[src/rtl/regfile_write_arbiter.sv]
// Round-robin arbiter sharing the register file write port among N_REQ requesters,
// with a clear sequencer that zeroes every register after reset and on clr_req.
module regfile_write_arbiter #(
    parameter int N_REQ  = 4,
    parameter int DATA_W = 12,
    parameter int ADDR_W = 3,
    parameter int ID_W   = 2
) (
    input  logic                     clk,
    input  logic                     rst_n,
    input  logic                     clr_req,
    output logic                     clr_busy,
    input  logic [N_REQ-1:0]         req_valid,
    input  logic [N_REQ*ADDR_W-1:0]  req_addr,
    input  logic [N_REQ*DATA_W-1:0]  req_data,
    output logic [N_REQ-1:0]         req_ready,
    output logic                     rf_write_en,
    output logic [ADDR_W-1:0]        rf_write_addr,
    output logic [DATA_W-1:0]        rf_data_in,
    output logic [ID_W-1:0]          rf_grant_id
);

    localparam int NUM_REGS = 2 ** ADDR_W;
    localparam logic [ID_W:0] NREQ_W = (ID_W+1)'(N_REQ);

    typedef enum logic {CLEAR = 1'b0, ARB = 1'b1} state_t;

    state_t             state_q;
    logic [ADDR_W-1:0]  clr_cnt_q;
    logic [ID_W-1:0]    rr_ptr_q;
    logic [ID_W-1:0]    rr_ptr_d;
    logic               we_q;
    logic [ADDR_W-1:0]  addr_q;
    logic [DATA_W-1:0]  data_q;
    logic [ID_W-1:0]    gid_q;
    logic               busy_q;

    logic               gnt_found;
    logic [ID_W-1:0]    gnt_idx;
    logic [ID_W:0]      cand;
    logic [ID_W:0]      ptr_inc;
    logic [ADDR_W-1:0]  gnt_addr;
    logic [DATA_W-1:0]  gnt_data;

    // Search starts at rr_ptr and wraps modulo N_REQ; the first valid requester wins.
    always_comb begin
        gnt_found = 1'b0;
        gnt_idx   = '0;
        cand      = '0;
        if (state_q == ARB && !clr_req) begin
            for (int k = 0; k < N_REQ; k++) begin
                cand = {1'b0, rr_ptr_q} + (ID_W+1)'(k);
                if (cand >= NREQ_W)
                    cand = cand - NREQ_W;
                if (!gnt_found && req_valid[cand[ID_W-1:0]]) begin
                    gnt_found = 1'b1;
                    gnt_idx   = cand[ID_W-1:0];
                end
            end
        end
    end

    always_comb begin
        req_ready = '0;
        gnt_addr  = '0;
        gnt_data  = '0;
        for (int i = 0; i < N_REQ; i++) begin
            if (gnt_found && ID_W'(i) == gnt_idx) begin
                req_ready[i] = 1'b1;
                gnt_addr     = req_addr[i*ADDR_W +: ADDR_W];
                gnt_data     = req_data[i*DATA_W +: DATA_W];
            end
        end
        ptr_inc  = {1'b0, gnt_idx} + 1'b1;
        rr_ptr_d = (ptr_inc >= NREQ_W) ? '0 : ptr_inc[ID_W-1:0];
    end

    always_ff @(posedge clk or negedge rst_n) begin
        if (!rst_n) begin
            state_q   <= CLEAR;
            clr_cnt_q <= '0;
            rr_ptr_q  <= '0;
            we_q      <= 1'b0;
            addr_q    <= '0;
            data_q    <= '0;
            gid_q     <= '0;
            busy_q    <= 1'b1;
        end else begin
            case (state_q)
                CLEAR: begin
                    we_q      <= 1'b1;
                    addr_q    <= clr_cnt_q;
                    data_q    <= '0;
                    gid_q     <= '0;
                    clr_cnt_q <= clr_cnt_q + 1'b1;
                    if (clr_cnt_q == ADDR_W'(NUM_REGS - 1)) begin
                        state_q   <= ARB;
                        clr_cnt_q <= '0;
                        busy_q    <= 1'b0;
                    end
                end
                ARB: begin
                    if (clr_req) begin
                        // First zero write lands one cycle after entering CLEAR.
                        state_q   <= CLEAR;
                        clr_cnt_q <= '0;
                        busy_q    <= 1'b1;
                        we_q      <= 1'b0;
                    end else if (gnt_found) begin
                        we_q     <= 1'b1;
                        addr_q   <= gnt_addr;
                        data_q   <= gnt_data;
                        gid_q    <= gnt_idx;
                        rr_ptr_q <= rr_ptr_d;
                    end else begin
                        we_q <= 1'b0;
                    end
                end
                default: state_q <= CLEAR;
            endcase
        end
    end

    assign rf_write_en   = we_q;
    assign rf_write_addr = addr_q;
    assign rf_data_in    = data_q;
    assign rf_grant_id   = gid_q;
    assign clr_busy      = busy_q;

endmodule
[config.mk]
export PLATFORM = sky130hd
export DESIGN_NAME = regfile_write_arbiter
export DESIGN_NICKNAME = d
export VERILOG_FILES = /design/src/rtl/regfile_write_arbiter.sv
export SDC_FILE = /design/constraint.sdc
export NUM_CORES = 1
export LEC_CHECK = 0
export ABC_AREA = 0
export CAP_MARGIN = 20
export CELL_PAD_IN_SITES_DETAIL_PLACEMENT = 1
export CELL_PAD_IN_SITES_GLOBAL_PLACEMENT = 1
export CORE_MARGIN = 2
export CORE_UTILIZATION = 29
export DETAILED_ROUTE_END_ITERATION = 8
export HOLD_SLACK_MARGIN = 0.1
export MAX_ROUTING_LAYER = met4
export PLACE_DENSITY = 0.82
export SYNTH_ARGS = -nofsm -noshare
export SYNTH_HDL_FRONTEND = slang
export SYNTH_SLANG_ARGS = --single-unit
[constraint.sdc]
create_clock -name clk -period 10.7 [get_ports clk]
set_input_delay 2.675 -clock clk [delete_from_list [all_inputs] [get_ports clk]]
set_output_delay 2.675 -clock clk [all_outputs]
set_load 0.01 [all_outputs]
After elaboration in Yosys (flattened, before gate mapping)
Cells that the tools add are included.

Word-level logic and storage cells: 115. Bits in registers: 25. Input bits: 67. Output and inout port bits: 23.

Bitwise gates (word level): 2. $lt $le $gt $ge: 9. Reductions and logical operators: 16. Equality and inequality tests: 8. Add/sub/neg operators: 9. Muxes and demuxes: 63.

Operator list (number): two-way mux 12 bit (6); two-way mux 2 bit (16); two-way mux 3 bit (8); case mux 12 bit (2 select lines) (1); two-way mux 1 bit (22); >= comparator 3 bit (second input constant) (4); < comparator 2 x 3 -> 1 bit (second input constant) (4); case mux 3 bit (2 select lines) (2); binary-select mux 1 bit (select 2 bit) (4); logical AND 1 bit (8); subtractor 2 x 1 -> 2 bit (second input constant) (4); adder 2 x 1 -> 3 bit (second input constant) (2); adder 2 x 2 -> 3 bit (second input constant) (2); inequality test 2 bit (second input constant) (3); case mux 1 bit (2 select lines) (3); equality test 2 bit (first input constant) (2); zero test 1 bit (4); case mux 2 bit (2 select lines) (1); AND reduction 2 bit (2); adder 3 x 1 -> 3 bit (second input constant) (1); equality test 3 bit (second input constant) (1); >= comparator 2 x 3 -> 1 bit (second input constant) (1); AND reduction 3 bit (1); equality test 1 x 2 -> 1 bit (first input constant) (1); 3 further kinds (4).

Logic depth before layout (Yosys ltp)
Gate-level depths: netlist (run 1).

Depth after elaboration: 28. Gate-level depth with buffers: 13.

Least setup slack after synthesis (run 1)
Ideal clock, no wire load.

Kind: in2out. Start point: in req_valid[1]. End point: out req_ready[0]. Required time: 8025 ps. Arrival time: 4454 ps. Path slack: 3571 ps. Path buffers: 4. Stages on the path: 9. Cells stage by stage: buf_2 > nor4_1 > nand2b_1 > or2_2 > clkbuf_1 > ha_1 > buf_1 > clkbuf_1 > and2_1.

Longest elaborated chain between the ends: 19. Elaborated cells on any way between the ends: 30. Those cells by class: mux: 22; reduce/logical: 8.

RTL lines: start: declaration (line 13) `input logic [N_REQ-1:0] req_valid,`; binary-select mux 1 bit (select 2 bit) (line 55) `if (!gnt_found && req_valid[cand[ID_W-1:0]]) begin`; two-way mux 1 bit (implied by the code) (line 55); two-way mux 1 bit (line 55); two-way mux 1 bit (line 50) `if (state_q == ARB && !clr_req) begin`; zero test 1 bit (line 55); logical AND 1 bit (line 55); two-way mux 1 bit (line 55); two-way mux 1 bit (line 50); [3 not listed]; two-way mux 1 bit (line 50); zero test 1 bit (line 55); logical AND 1 bit (line 55); two-way mux 2 bit (line 55); two-way mux 2 bit (line 50); zero test 2 bit (line 68) `if (gnt_found && ID_W'(i) == gnt_idx) begin`; logical AND 1 bit (*) (line 68); two-way mux 1 bit (*) (line 68); end: declaration (line 16) `output logic [N_REQ-1:0] req_ready,`.

Mark *: on every way between the ends. The rest lies on a longest branch, timed or not. The select of a mux whose other input is x is not followed.

Worst setup path after layout (run 1)
Start point: in req_valid[1]. End point: out req_ready[3].

Longest elaborated chain between the ends: 19. Elaborated cells on any way between the ends: 30. Those cells by class: eq/ne: 1; mux: 22; reduce/logical: 7.

RTL lines (line): binary-select mux 1 bit (select 2 bit) (55); two-way mux 1 bit (implied by the code) (55); two-way mux 1 bit (55); two-way mux 1 bit (50); zero test 1 bit (55); logical AND 1 bit (55); two-way mux 1 bit (55); two-way mux 1 bit (50); [3 not listed]; two-way mux 1 bit (50); zero test 1 bit (55); logical AND 1 bit (55); two-way mux 2 bit (55); two-way mux 2 bit (50); equality test 2 bit (68); logical AND 1 bit (*) (68); two-way mux 1 bit (*) (68).

Marks and branches as above.

==> results of run 1 <==
[sequential cells by signal, summed over array words and instances, names as in the netlist]
signal         count
rf_grant_id        2
clr_busy           1
rf_write_en        1
rr_ptr_q           2
clr_cnt_q          3
state_q            1
rf_data_in        12
rf_write_addr      3
[cell usage after synthesis, types with 3 or more instances]
library cell / instances / area, µm²
sky130_fd_sc_hd__a21oi_1: 16 / 80.08
sky130_fd_sc_hd__a22oi_1: 12 / 90.09
sky130_fd_sc_hd__buf_2: 7 / 35.03
sky130_fd_sc_hd__dfrtp_1: 24 / 600.6
sky130_fd_sc_hd__ha_1: 4 / 50.05
sky130_fd_sc_hd__inv_1: 8 / 30.03
sky130_fd_sc_hd__nand2_1: 11 / 41.29
sky130_fd_sc_hd__nor2_1: 10 / 37.54
sky130_fd_sc_hd__nor2b_1: 3 / 18.77
sky130_fd_sc_hd__nor3_1: 3 / 15.01
sky130_fd_sc_hd__o21a_1: 3 / 22.52
sky130_fd_sc_hd__o21ai_0: 7 / 35.03
sky130_fd_sc_hd__o22ai_1: 14 / 87.58
sky130_fd_sc_hd__o31ai_1: 13 / 97.59
sky130_fd_sc_hd__or3_1: 4 / 25.02
[per-stage QoR]
stage	total power, mW	hold slack, ns
finish	0.4533	0.4819
global placement	0.3888	0.4669
detailed placement	0.3973	0.4649
floorplan	0.2946	0.4787
global route	0.4895	0.5351
CTS	0.4557	0.4868
[critical path: stages]
cell and delay, ns:
sky130_fd_sc_hd__clkdlybuf4s50_1 0.67, sky130_fd_sc_hd__nand2b_4 0.21, sky130_fd_sc_hd__a21boi_0 0.18, sky130_fd_sc_hd__o221ai_1 0.15
sky130_fd_sc_hd__or2_2 0.35, sky130_fd_sc_hd__inv_1 0.07, sky130_fd_sc_hd__ha_1 0.28, sky130_fd_sc_hd__inv_1 0.13
sky130_fd_sc_hd__nor2_1 0.12, sky130_fd_sc_hd__buf_4 0.20, sky130_fd_sc_hd__clkdlybuf4s50_1 0.56
[kinds of logic after synthesis]
group	count (synthesis)
adder cells (fa/ha/maj)	4
flip-flops	25
buffers and inverters	20
AND/OR/NAND/NOR	47
AO/OA/AOI/OAI	82
[metal layers]
layer | track usage | wire, µm | vias up
met5 | - | 0 | -
met1 | 0.2597 | 2676 | 845
li1 | - | - | 844
met4 | 0.05263 | 41 | 0
met3 | 0.02184 | 236 | 2
met2 | 0.3328 | 2960 | 61
[final cells by class]
cell class / count / area share
clock buffers: 4 / 0.01736
inverters: 8 / 0.01157
multi-input cells: 133 / 0.3380
flip-flops and latches: 25 / 0.2416
well taps: 72 / 0.03472
repair buffers: 91 / 0.3568
[report_power, final]
| part | leakage (nW) | switching [mW] | internal, mW |
|---|---|---|---|
| registers | 0.324 | 0.0295 | 0.125 |
| logic | 0.693 | 0.120 | 0.122 |
| clock network | 0.0228 | 0.0306 | 0.0267 |
[worst min path at each step]
stage,start,endpoint,slack [ns],cells past startpoint
2_1_floorplan,clr_busy$_DFFE_PN1P_,clr_busy$_DFFE_PN1P_,0.48,2
4_1_cts,rf_grant_id[0]$_DFFE_PN0P_,rf_grant_id[0]$_DFFE_PN0P_,0.49,2
3_3_place_gp,rf_grant_id[1]$_DFFE_PN0P_,rf_grant_id[1]$_DFFE_PN0P_,0.47,2
3_5_place_dp,rf_grant_id[0]$_DFFE_PN0P_,rf_grant_id[0]$_DFFE_PN0P_,0.46,2
6_report,rf_grant_id[0]$_DFFE_PN0P_,rf_grant_id[0]$_DFFE_PN0P_,0.48,2
5_1_grt,rf_grant_id[0]$_DFFE_PN0P_,rf_grant_id[0]$_DFFE_PN0P_,0.54,2
==> summary.txt, run 1 <==
Worst skew pair latency - 0.27 ns
Total inserted antenna cells - 0
Number of vias after detailed routing - 1,752
Sum Neg Setup Slack - 0 ns
Number of buffers inserted for hold repair after clock tree synthesis - 0
Post-synthesis share of cell area spent on full adders, half adders and majority gates - 0.03137
Max Fclk - 120.8 MHz
Final period utilization - 0.7734
Global Route Usage Sum - 0.1995
Largest net degree at the start of global routing - 26
Worst slew margin relative to its limit - 0.3643
Placed Instances - 328
Worst-Margin Slew - 0.9500 ns
Static leakage - 1.041 nW
Xor/xnor share of the synthesized area - 0
Required time at the worst-slack endpoint - 8.03 ns
Area Growth Syn to Fin - 62.67%
Post-route cell area - 2595 µm²
Total setup violations reported at the end of the flow - 0
Total grt overflow - 0
Simple-gate area share of the yosys netlist - 0.1663
Proportion of synthesized area in mux cells - 0
Clock buffer depth - 2
Worst setup EP type - output port
Area of placed instances - 2522 µm²
Syn Area/Cell - 8.962 µm²
Post-cts sizing count - 0
Tightest Hold Check Type - register to register
Clock tree from TritonCTS - built
Horizontal die dimension - 78.17 µm
Count of nets left with antenna violations after detail routing - 0
Worst-case setup slack after placement - 2.439 ns
Post-synthesis compound-gate area fraction - 0.3522
Synth async-reset ratio - 1.000
Critical register-to-register path startpoint - rr_ptr_q[0]$_DFFE_PN0P_
Total core area - 5405 µm²
Synthesized area - 1595 µm²
Worst IR drop on VDD - 0.06550 mV
Instance count of the mapped netlist - 178
Num CTS Buffers - 3
Iter 0 DRT Violations - 43
Leading cell type in the layout, fill and taps excluded - sky130_fd_sc_hd__clkdlybuf4s50_1
#FFs+latches synth - 25
Worst reg-to-reg path cell count - 8
Number of enable flip-flop cells after synthesis - 0
Leading cell types in the layout, fill and taps excluded - sky130_fd_sc_hd__clkdlybuf4s50_1 (89), sky130_fd_sc_hd__dfrtp_1 (24), sky130_fd_sc_hd__a21oi_1 (16)
Total power density per cell area - 174.7 nW/µm²
Initial standard-cell utilization of the core - 0.2951
Post-detailed-placement half-perimeter wirelength - 4629 µm
Number of buffer cells added on primary ports - 89
Most instantiated flip-flop cell in the synthesis netlist - sky130_fd_sc_hd__dfrtp_1
Wire length of the first global-routing pass - 9377 µm
Setup slack of the critical path after layout - 2.425 ns
Row cnt - 27
Final routed wire length divided by cell count - 17.76 µm
Final worst clock skew - 0.002624 ns
CTS sink count - 25
Post-Layout Cell Count - 333
Final Hold Fails - 0
Floorplan die area - 6111 µm²
Final net count - 333
Data arrival time at the worst-slack endpoint - 5.60 ns
Net Count, Synth - 249
Post-layout minimum cycle time - 8.275 ns
Combinational family with the most area after synthesis - compound AO/OA/AOI/OAI gates
Count of cell types in the netlist - 45
Final weighted congestion of routability-driven global placement - 0.8680
Crit path max fanout - 13
CTS clock-pin slew for the worst setup and hold paths - 0.09 ns
Warning count from the yosys run - 0
Footprint of the flip-flops and latches - 626.9 µm²
Last element of the critical path - req_ready[3]
Boundary pin count - 90
Run status - finished, final reports clean
Setup Buffers After CTS - 0
Vias per cell - 5.261
Launch point of the worst path - req_valid[1]
Clock tree root buffer cell - sky130_fd_sc_hd__clkbuf_8
Total of max-cap violations - 0
Aggregate routed wire length - 5914 µm
DRC - 0
Setup repair after global routing missed its margin - false
Setup Crit Path Kind - primary input to output port
Worst reg-to-reg setup slack - 7.92 ns
Vertical extent of the die - 78.17 µm
Reg2reg end - rf_write_addr[2]$_DFFE_PN0P_
Sequential cell area fraction in the yosys report - 0.3929
Area of combinational cells with multiple inputs - 877.1 µm²
Kind of start point of the critical path - primary input
Drt first pass iters - 4
Fin util - 0.4801
Fill cell count - 654
Vias in the first global route - 1,827
Number of antenna violations at the first check in global routing - 0
Fraction of layout cells with a size suffix above 1 - 0.05364
Pins over their slew limit - 0
H-tree levels - 1
No activity file was read; power rests on OpenSTA's default activity.
==> run 2: changes to the inputs <==
CORE_UTILIZATION = 24   (was 29)
PLACE_DENSITY = 0.73   (was 0.82)
clock period = 6.7 ns   (was 10.7 ns; I/O delays follow)
==> run 2 against run 1 <==
  * Wire length shrank 2.2%
  * Die area grew 20%
  * Combinational power grew 59%
==> summary.txt, run 2 (synthesis results as in run 1) <==
Run status - finished, final reports clean (unchanged)
Worst-case setup slack after placement - 0.4149 ns (was 2.439 ns)
Horizontal die dimension - 85.53 µm (was 78.17 µm)
Vias per cell - 5.074 (was 5.261)
Number of vias after detailed routing - 1,720 (was 1,752)
Drt first pass iters - 4 (unchanged)
Boundary pin count - 90 (unchanged)
Post-detailed-placement half-perimeter wirelength - 4474 µm (was 4629 µm)
CTS clock-pin slew for the worst setup and hold paths - 0.09 ns (about the same)
Vias in the first global route - 1,845 (was 1,827)
Number of buffers inserted for hold repair after clock tree synthesis - 0 (unchanged)
Initial standard-cell utilization of the core - 0.2498 (was 0.2951)
Global Route Usage Sum - 0.1696 (was 0.1995)
Number of buffer cells added on primary ports - 89 (unchanged)
H-tree levels - 1 (unchanged)
Crit path max fanout - 9 (was 13)
Static leakage - 1.037 nW (was 1.041 nW)
Number of antenna violations at the first check in global routing - 0 (unchanged)
Final total power - 0.7210 mW (was 0.4533 mW)
Setup repair after global routing missed its margin - false (unchanged)
Final net count - 334 (was 333)
Aggregate routed wire length - 5781 µm (was 5914 µm)
Clock tree root buffer cell - sky130_fd_sc_hd__clkbuf_8 (unchanged)
Clock buffer depth - 2 (unchanged)
DRC - 0 (unchanged)
Fraction of layout cells with a size suffix above 1 - 0.05725 (was 0.05364)
Final Hold Fails - 0 (unchanged)
Total of max-cap violations - 0 (unchanged)
Cell with the largest stage delay on the worst path - sky130_fd_sc_hd__clkdlybuf4s50_1 (unchanged)
Total inserted antenna cells - 0 (unchanged)
Setup Crit Path Kind - primary input to output port (unchanged)
Final routed wire length divided by cell count - 17.05 µm (was 17.76 µm)
Final worst clock skew - 0.002021 ns (was 0.002624 ns)
Stage delay of the slowest cell on the critical path - 0.67 ns (about the same)
Area Growth Syn to Fin - 62.27% (was 62.67%)
Setup Buffers After CTS - 0 (unchanged)
Pins over their slew limit - 0 (unchanged)
Required time at the worst-slack endpoint - 5.03 ns (was 8.03 ns)
Worst-Margin Slew - 0.8975 ns (was 0.9500 ns)
Iter 0 DRT Violations - 66 (was 43)
Total setup violations reported at the end of the flow - 0 (unchanged)
Tightest Hold Check Type - register to register (unchanged)
Worst setup EP type - output port (unchanged)
Wire length of the first global-routing pass - 9660 µm (was 9377 µm)
Post-cts sizing count - 0 (unchanged)
Data arrival time at the worst-slack endpoint - 4.61 ns (was 5.60 ns)
Leading cell types in the layout, fill and taps excluded - sky130_fd_sc_hd__clkdlybuf4s50_1 (89), sky130_fd_sc_hd__dfrtp_1 (24), sky130_fd_sc_hd__a21oi_1 (16) (unchanged)
CTS sink count - 25 (unchanged)
Fill cell count - 762 (was 654)
Leading cell type in the layout, fill and taps excluded - sky130_fd_sc_hd__clkdlybuf4s50_1 (unchanged)
Row cnt - 29 (was 27)
Number of flip-flops under the largest register name - 12 (unchanged)
Total grt overflow - 0 (unchanged)
Post-layout minimum cycle time - 6.284 ns
Worst IR drop on VDD - 0.1419 mV (was 0.06550 mV)
Total power density per cell area - 278.5 nW/µm² (was 174.7 nW/µm²)
Clock tree from TritonCTS - built (unchanged)
Setup slack of the critical path after layout - 0.4157 ns (was 2.425 ns)
Worst slew margin relative to its limit - 0.3994 (was 0.3643)
Largest net degree at the start of global routing - 26 (unchanged)
Floorplan die area - 7315 µm² (was 6111 µm²)
Vertical extent of the die - 85.53 µm (was 78.17 µm)
Final weighted congestion of routability-driven global placement - 0.7995 (was 0.8680)
Crit path cell chain - clkdlybuf4s50_1 > nand2b_4 > a21boi_0 > o221ai_1 > or2_2 > inv_1 > ha_1 > inv_1 > nor2_1 > clkdlybuf4s50_1 (was clkdlybuf4s50_1 > nand2b_4 > a21boi_0 > o221ai_1 > or2_2 > inv_1 > ha_1 > inv_1 > nor2_1 > buf_4 > clkdlybuf4s50_1)
Num CTS Buffers - 3 (unchanged)
Total core area - 6386 µm² (was 5405 µm²)
Final period utilization - 0.9380
Worst skew pair latency - 0.26 ns (was 0.27 ns)
Count of nets left with antenna violations after detail routing - 0 (unchanged)
Max Fclk - 159.1 MHz
Sum Neg Setup Slack - 0 ns (unchanged)
Kind of start point of the critical path - primary input (unchanged)
Final hold slack - 0.4837 ns (was 0.4819 ns)
run 2: cell types whose count changed in the layout (fill, tap and decap cells not counted), sizes merged:
cell | previous run | this run
buf | 2 | 3
run 2: worst paths after layout:
| path | start | to | slack [ns] | cells after the start |
|---|---|---|---|---|
| max in group asynchronous | rst_n | clr_busy$_DFFE_PN1P_ | 4.62 | 2 |
| setup reg to reg | rr_ptr_q[0]$_DFFE_PN0P_ | rf_write_addr[2]$_DFFE_PN0P_ | 4.01 | 9 |
| setup / recovery | req_valid[1] | req_ready[3] | 0.42 | 10 |
| min in group asynchronous | rst_n | rr_ptr_q[1]$_DFFE_PN0P_ | 1.79 | 2 |
| hold reg to reg | clr_busy$_DFFE_PN1P_ | clr_busy$_DFFE_PN1P_ | 0.48 | 2 |
| hold / removal | clr_busy$_DFFE_PN1P_ | clr_busy$_DFFE_PN1P_ | 0.48 | 2 |
run 2: power breakdown:
group / total [mW] / switching, mW / internal [mW]
logic: 0.384 / 0.190 / 0.194
clock network: 0.0899 / 0.0474 / 0.0425
registers: 0.247 / 0.0469 / 0.200
run 2: area by class of cell:
cell class	instances	area, µm²	share of cell area
Clock buffer	4	45.04	0.01740
Inverter	8	30.03	0.01160
Multi-Input combinational cell	133	877.1	0.3388
Sequential cell	25	626.9	0.2421
Tap cell	77	96.34	0.03722
Timing Repair Buffer	92	913.4	0.3528
run 2: layer usage:
metal	GRT usage	routed length, µm	vias to the layer above
li1	-	-	848
met3	0.01925	274	2
met2	0.2756	2727	51
met5	-	0	-
met1	0.2281	2741	819
met4	0.03896	36	0
run 2: stage by stage:
stage / cell area [µm²] / cells / util
6_report: 2589 / 339 / 0.4054
5_1_grt: 2589 / 339 / 0.4054
4_1_cts: 2589 / 339 / 0.4054
3_5_place_dp: 2544 / 335 / 0.3983
3_3_place_gp: 2544 / 335 / 0.3983
2_1_floorplan: 1595 / 178 / -
run 2: critical path, delay by kind of cell:
kind	cells	cell delay [ns]
AOI/OAI and AO/OA	2	0.41
adders and majority gates	1	0.28
buffers and inverters	4	1.49
and+or+nand+nor	3	0.74
==> run 3: changes to the inputs <==
SLEW_MARGIN = 25   (was unset)
==> results of run 3 <==
Same layout as run 2: the final DEF is identical, and so are final timing and power.
